`config.mk`:
```
export PLATFORM = sky130hd
export DESIGN_NAME = elevator_call_scheduler
export DESIGN_NICKNAME = d
export VERILOG_FILES = /design/src/rtl/elevator_call_scheduler.sv
export SDC_FILE = /design/constraint.sdc
export NUM_CORES = 1
export LEC_CHECK = 0
export CAP_MARGIN = 0
export CELL_PAD_IN_SITES_DETAIL_PLACEMENT = 1
export CELL_PAD_IN_SITES_GLOBAL_PLACEMENT = 1
export CORE_ASPECT_RATIO = 0.8
export CORE_MARGIN = 2
export CORE_UTILIZATION = 42
export DETAILED_ROUTE_END_ITERATION = 8
export HOLD_SLACK_MARGIN = 0.06
export PLACE_DENSITY_LB_ADDON = 0.15
export SETUP_SLACK_MARGIN = 0.1
export SYNTH_ARGS = -nofsm -noshare
export SYNTH_HDL_FRONTEND = slang
export SYNTH_SLANG_ARGS = --single-unit
```
`constraint.sdc`:
```
create_clock -name clk -period 4.4 [get_ports clk]
set_clock_uncertainty 0.1 [all_clocks]
set_input_delay 0.88 -clock clk [delete_from_list [all_inputs] [get_ports clk]]
set_output_delay 0.88 -clock clk [all_outputs]
set_load 0.02 [all_outputs]
```
`src/rtl/elevator_call_scheduler.sv`:
```
// SCAN-ordered elevator call scheduler: latches floor calls, tracks car position
// from floor ticks, and sequences move/door commands.
module elevator_call_scheduler #(
  parameter int NUM_FLOORS   = 8,
  parameter int FLOOR_W      = 3,
  parameter int DWELL_CYCLES = 4
) (
  input  logic                  clk,
  input  logic                  reset,
  input  logic [NUM_FLOORS-1:0] call_req,
  input  logic                  floor_tick,
  output logic                  move_up,
  output logic                  move_down,
  output logic                  door_open,
  output logic [FLOOR_W-1:0]    current_floor,
  output logic [NUM_FLOORS-1:0] pending,
  output logic                  dir_up,
  output logic                  busy
);

  localparam int DWELL_W = (DWELL_CYCLES > 1) ? $clog2(DWELL_CYCLES) : 1;
  localparam logic [DWELL_W-1:0] DWELL_LOAD = DWELL_W'(DWELL_CYCLES - 1);
  localparam logic [FLOOR_W-1:0] TOP_FLOOR  = FLOOR_W'(NUM_FLOORS - 1);

  typedef enum logic [1:0] {IDLE, MOVE_UP, MOVE_DOWN, DOOR} state_t;

  state_t                  state, state_nx;
  logic [FLOOR_W-1:0]      floor_nx, floor_up, floor_dn;
  logic [NUM_FLOORS-1:0]   pending_nx;
  logic [DWELL_W-1:0]      dwell, dwell_nx;
  logic                    dir_nx;
  logic                    above, below, here;

  always_comb begin
    above = 1'b0;
    below = 1'b0;
    for (int unsigned f = 0; f < NUM_FLOORS; f++) begin
      if (pending[f] && (FLOOR_W'(f) > current_floor)) above = 1'b1;
      if (pending[f] && (FLOOR_W'(f) < current_floor)) below = 1'b1;
    end
  end

  assign here     = pending[current_floor];
  assign floor_up = current_floor + FLOOR_W'(1);
  assign floor_dn = current_floor - FLOOR_W'(1);

  always_ff @(posedge clk or posedge reset) begin
    if (reset) begin
      state         <= IDLE;
      current_floor <= '0;
      pending       <= '0;
      dir_up        <= 1'b1;
      dwell         <= '0;
    end else begin
      state         <= state_nx;
      current_floor <= floor_nx;
      pending       <= pending_nx;
      dir_up        <= dir_nx;
      dwell         <= dwell_nx;
    end
  end

  always_comb begin
    state_nx = state;
    floor_nx = current_floor;
    dir_nx   = dir_up;
    dwell_nx = dwell;
    case (state)
      IDLE: begin
        if (here) begin
          state_nx = DOOR;
          dwell_nx = DWELL_LOAD;
        end else if (above && (dir_up || !below)) begin
          state_nx = MOVE_UP;
          dir_nx   = 1'b1;
        end else if (below) begin
          state_nx = MOVE_DOWN;
          dir_nx   = 1'b0;
        end
      end
      MOVE_UP: begin
        if (floor_tick) begin
          if (current_floor == TOP_FLOOR) begin
            state_nx = IDLE;
          end else begin
            floor_nx = floor_up;
            // A call landing on the same edge as the arrival still stops the car.
            if (pending[floor_up] || call_req[floor_up]) begin
              state_nx = DOOR;
              dwell_nx = DWELL_LOAD;
            end
          end
        end
      end
      MOVE_DOWN: begin
        if (floor_tick) begin
          if (current_floor == '0) begin
            state_nx = IDLE;
          end else begin
            floor_nx = floor_dn;
            if (pending[floor_dn] || call_req[floor_dn]) begin
              state_nx = DOOR;
              dwell_nx = DWELL_LOAD;
            end
          end
        end
      end
      DOOR: begin
        if (call_req[current_floor]) begin
          dwell_nx = DWELL_LOAD;
        end else if (dwell == '0) begin
          state_nx = IDLE;
        end else begin
          dwell_nx = dwell - DWELL_W'(1);
        end
      end
      default: state_nx = IDLE;
    endcase

    // The floor being served never holds a pending bit, even if re-called this cycle.
    pending_nx = pending | call_req;
    if (state_nx == DOOR) pending_nx[floor_nx] = 1'b0;
  end

  always_comb begin
    move_up   = (state == MOVE_UP);
    move_down = (state == MOVE_DOWN);
    door_open = (state == DOOR);
    busy      = (state != IDLE);
  end

endmodule

```
* Word-level counts from Yosys, hierarchy flattened
Index checks and enable logic that the tools add are counted.
Storage, ports and cells: bits in registers 16, logic and storage cells 135, output and inout port bits 16
Cells by class: add/sub/neg operators 3, reductions and logical operators 29, muxes and demuxes 60, bitwise logic cells 4, eq/ne operators 13, order comparisons 21
Operator list (count):
- 2-bit two-way mux | 20
- 1-bit two-way mux | 25
- 1-bit binary-select mux with 3-bit select | 6
- 1-bit logical AND | 18
- 3-bit by 4-bit less-than comparator with 1-bit output (second input constant) | 4
- 2-bit case mux with 4 select lines | 2
- 3-bit > comparator (first input constant) | 4
- 3-bit less-than comparator (first input constant) | 4
- 3-bit two-way mux | 4
- 2-bit != test (second input constant) | 5
- 8-bit bitwise AND | 1
- 8-bit two-way mux | 1
- 8-bit NOT | 1
- 8-bit OR | 1
- 8-bit AND reduction | 1
- 2-bit == test (second input constant) | 3
- 1-bit by 3-bit > comparator with 1-bit output (first input constant) | 2
- 2-bit by 3-bit > comparator with 1-bit output (first input constant) | 2
- 1-bit by 3-bit less-than comparator with 1-bit output (first input constant) | 2
- 2-bit by 3-bit less-than comparator with 1-bit output (first input constant) | 2
- 3-bit case mux with 2 select lines | 1
- 2-bit zero test | 2
- 2-bit by 1-bit != test with 1-bit output (second input constant) | 2
- 2-bit nonzero test | 2
- 13 further kinds | 15

* Depth between registers and ports, before layout
word-level depth 18, mapped depth 10, mapped depth without buffers 9

* Least setup slack after synthesis
OpenSTA, ideal clock, no wires.
path type reg2reg, start register current_floor[1], end register dwell[0], arrival 2683 ps, slack 1490 ps, stages on the path, launching flop included 9, buffers on the path 1, library setup time 128 ps, cells stage by stage dfrtp_1 > clkbuf_1 > inv_1 > ha_1 > xnor2_1 > mux4_2 > o21a_1 > a2111oi_4 > mux2_1
Between the ends: longest elaborated chain between the ends 6, elaborated cells between the ends (all ways) 27, classes of those cells add/sub: 2; eq/ne: 7; mux: 14; reduce/logical: 4
RTL lines:
- from (decl) | line 15 | output logic [FLOOR_W-1:0] current_floor,
- from (signal assigned) | line 56 | current_floor <= floor_nx;
- 3-bit by 1-bit subtractor with 3-bit output / 3-bit by 1-bit adder with 3-bit output (equally long branches) | line 45, 44
- 1-bit binary-select mux with 3-bit select, on equally long branches | line 101, 88
- 1-bit two-way mux, on equally long branches | line 101, 88
- 1-bit logical OR, on equally long branches | line 101, 88
- 2-bit by 1-bit != test with 1-bit output (no line)
- 8-bit AND reduction (no line)
- to (signal assigned) | line 59 | dwell <= dwell_nx;
- to (decl) | line 30 | logic [DWELL_W-1:0] dwell, dwell_nx;
Several ways; a longest one is shown, not always the timed one. The select of a mux whose other input is x is not followed. A chain may end at the register's enable or synchronous reset.

* Final worst setup path
start register current_floor[0], end register pending[6]
Between the ends: longest elaborated chain between the ends 18, elaborated cells between the ends (all ways) 94, classes of those cells add/sub: 2; order compare: 18; eq/ne: 2; mux: 47; bitwise: 2; reduce/logical: 23
RTL lines:
- 1-bit by 3-bit less-than comparator with 1-bit output | line 39 | if (pending[f] && (FLOOR_W'(f) < current_floor)) below = 1'b1;
- 1-bit logical AND | line 39
- 1-bit two-way mux (8 in series) | line 39
- 1-bit zero test | line 73 | end else if (above && (dir_up || !below)) begin
- 1-bit logical OR | line 73
- 1-bit logical AND | line 73
- 2-bit two-way mux | line 73
- 2-bit two-way mux | line 70 | if (here) begin
- 2-bit case mux with 4 select lines | line 68 | case (state)
- 2-bit == test | line 122 | if (state_nx == DOOR) pending_nx[floor_nx] = 1'b0;
- 8-bit two-way mux * | line 122
- via pending_nx[6] | line 29 | logic [NUM_FLOORS-1:0] pending_nx;
- to (signal assigned) | line 57 | pending <= pending_nx;
- to (decl) | line 16 | output logic [NUM_FLOORS-1:0] pending,
The timed path passes the listed nets; every way through them passes the cells marked *. The select of a mux whose other input is x is not followed.

==> impl_metrics.yaml <==
sta:
  report.final.setup_viol: 0
  period_share_pct: 74.6
  fin_tns_setup_ps: 0
  drv_slew: 0
  slew-limit-headroom_pct: 48.4
  finalHoldViolCount: 0
  fin_crit_ps: 3280
  worst_pin_slew_ps: 774
  clock.fmax_mhz: 304
  rsz0062_at_grt: "false"
global_routing:
  grt_pass1_vias: 1513
  gr-usage-met3_pct: 3.77
  grt_overflow: 0
  antenna_found_initial: 0
  grt_use_total_pct: 24.7
  grt_use_met2_pct: 41.8
  grt_max_degree: 19
  grt-busiest-layer: "met2"
  grt_use_met1_pct: 34.7
  grt_pass1_wl_um: 7740
run:
  maxCapViolCount: 0
placement:
  placed_area_um2: 1750
  numPortBuffers: 26
  place.detailed.hpwl_um: 3570
  place_congestion: 0.859
synth:
  async_flop_share_pct: 100
  synthCells: 172
  synth_top_area_share_pct: 25.8
  ys_types: 43
  synth_ff_type: "dfrtp_1"
  ys_ff_latch: 16
  synth_warnings: 0
  synth_fp_nets: 196
  synth_edf_count: 0
  synth_area_leaders: "dfrtp_1 (26%), ha_1 (11%), nor2_1 (5.9%), mux2_1 (4.7%), a31oi_1 (4.3%)"
  synth-seq-area-share_pct: 27.6
  post-synth-top-area-cell: "dfrtp_1"
  syn_area_um2: 1450
  syn_area_per_cell_um2: 8.45
clock_tree:
  insertion_delay_ps: 260
  h-tree-depth: 1
  cts_buffers: 3
  cts_hold_buf: 0
  cts_buffer_depth: 2
  cts_root_buffer: "clkbuf_8"
  clk_pin_slew_worst_paths_ps: 70
  post_cts_buffers: 0
  cts_sinks: 16
  ctsResizeCount: 0
  cts_tree: "built"
detailed_routing:
  routed_via_density: 6.01
  first_iter_violations: 99
  via_count: 1443
  drc_errors: 0
  routedWlPerCell_um: 19.0
  drtAntennaViolNets: 0
  finalWirelength_um: 4560
  firstDrtPassIters: 4
floorplan:
  fp.dieH_um: 56.6
  core-area_um2: 3380
  ios: 27
  die_w_um: 69.8
  start_util_pct: 43.0
  num_rows: 19
  die-area_um2: 3950
layout:
  fill_cells: 395
  layout.cells.most_common: "clkdlybuf4s50_1"
  drive_above_1_share_pct: 6.57
  multi_input_area_um2: 978
  final_cell_mix: "clkdlybuf4s50_1 (26), nor2_1 (23), dfrtp_1 (15)"
  seqCellArea_um2: 402
  antenna_cells: 0
  design_area_um2: 1810
  area.growth.synth_to_final_pct: 24.5
  nets: 223
worst_setup_path:
  crit_type: "register to register"
  arrival_ps: 3270
  cp_max_fo: 16
  reg2regPathDepth: 8
  r2r_slack_ps: 1120
  setup.worst_path.start_class: "register"
  r2r-end: "pending[6]$_DFF_PP0_"
  reg2reg_from: "current_floor[0]$_DFF_PP0_"
  worstSetupStartpoint: "current_floor[0]$_DFF_PP0_"
  critPathCapture: "pending[6]$_DFF_PP0_"
  crit_required_ps: 4390
  worstSetupEndpointType: "register"
power_and_ir_drop:
  vdd.ir_drop.worst_v: 0.000294
  power_density_nw_per_um2: 669
  p_leak_uw: 0.000714
hold_path:
  hold_class: "register to register"
run_status:
  outcome: "complete, no violations"
power by group:
group | leakage (uW) | internal [uW] | switching (uW)
Sequential | 0.000167 | 182 | 74.1
Combinational | 0.000518 | 325 | 490
Clock | 0.0000288 | 79.6 | 57.4
state kept, by name (all words and copies together) (netlist names):
name / cells
pending: 8
current_floor: 3
dwell: 2
state: 2
dir_up: 1
worst max-delay path, stage by stage (launching register included):
cell and delay [ps]:
dfrtp_1 720, inv_2 250, ha_1 280, xnor2_1 240
mux4_2 570, o221ai_1 340, a21oi_1 110, a21oi_2 340
a31oi_1 150
Yosys cell counts, drive strengths merged, types with 2 or more instances:
library cell  count
nand2b            5
dfrtp            15
and2              2
clkbuf            4
o221ai            2
nor2b             4
a21o              3
a21oi            12
ha               13
a32o              2
o21ai             4
a211oi            2
nor2             23
nand2            13
nand3             5
o21a              2
a221oi            2
nor3              3
o22ai             2
a31oi            10
inv              14
mux2i             3
mux2              7
mux4              2
o211ai            3
o2bb2ai           2
layer usage:
layer / wire, um / up-vias / part of all wire, %
li1: - / 683 / -
met1: 2100 / 720 / 46
met2: 2170 / 36 / 48
met3: 272 / 4 / 6.0
met4: 22 / 0 / 0.48
met5: 0 / - / 0
metrics by stage:
stage | worst slack [ps] | instances | power (uW) | util [%] | hold WS [ps]
6_report | 1120 | 240 | 1210 | 53.6 | 390
5_1_grt | 909 | 240 | 1300 | 53.6 | 420
4_1_cts | 1170 | 240 | 1210 | 53.6 | 396
3_5_place_dp | 905 | 236 | 1060 | 51.9 | 381
3_3_place_gp | 944 | 236 | 1030 | 51.9 | 368
2_1_floorplan | 1490 | 172 | 801 | - | 358
how the worst min path moves through the flow:
stage          slack [ps]  cells past startpoint            startpoint                   end
2_1_floorplan         360                      1  dwell[1]$_DFFE_PP0P_  dwell[1]$_DFFE_PP0P_
3_3_place_gp          370                      1  dwell[1]$_DFFE_PP0P_  dwell[1]$_DFFE_PP0P_
3_5_place_dp          380                      1  dwell[1]$_DFFE_PP0P_  dwell[1]$_DFFE_PP0P_
4_1_cts               400                      1  dwell[1]$_DFFE_PP0P_  dwell[1]$_DFFE_PP0P_
5_1_grt               420                      1  dwell[1]$_DFFE_PP0P_  dwell[1]$_DFFE_PP0P_
6_report              390                      1  dwell[1]$_DFFE_PP0P_  dwell[1]$_DFFE_PP0P_
cell families after synthesis:
group | count (synthesis) | share of synthesized area (%)
multiplexers | 12 | 10.6
buffers and inverters | 19 | 5.00
AO/OA/AOI/OAI | 51 | 25.4
flip-flops | 16 | 27.6
AND/OR/NAND/NOR | 60 | 19.6
XOR/XNOR | 1 | 0.603
adder cells (fa/ha/maj) | 13 | 11.2
area by class of cell:
| cell class | count | area share [%] |
|---|---|---|
| clock buffers | 4 | 3.04 |
| multi-input cells | 137 | 54.1 |
| inverters | 14 | 2.91 |
| well taps | 42 | 2.91 |
| flip-flops and latches | 16 | 22.2 |
| repair buffers | 27 | 14.8 |
(Power assumes the default switching activity.)
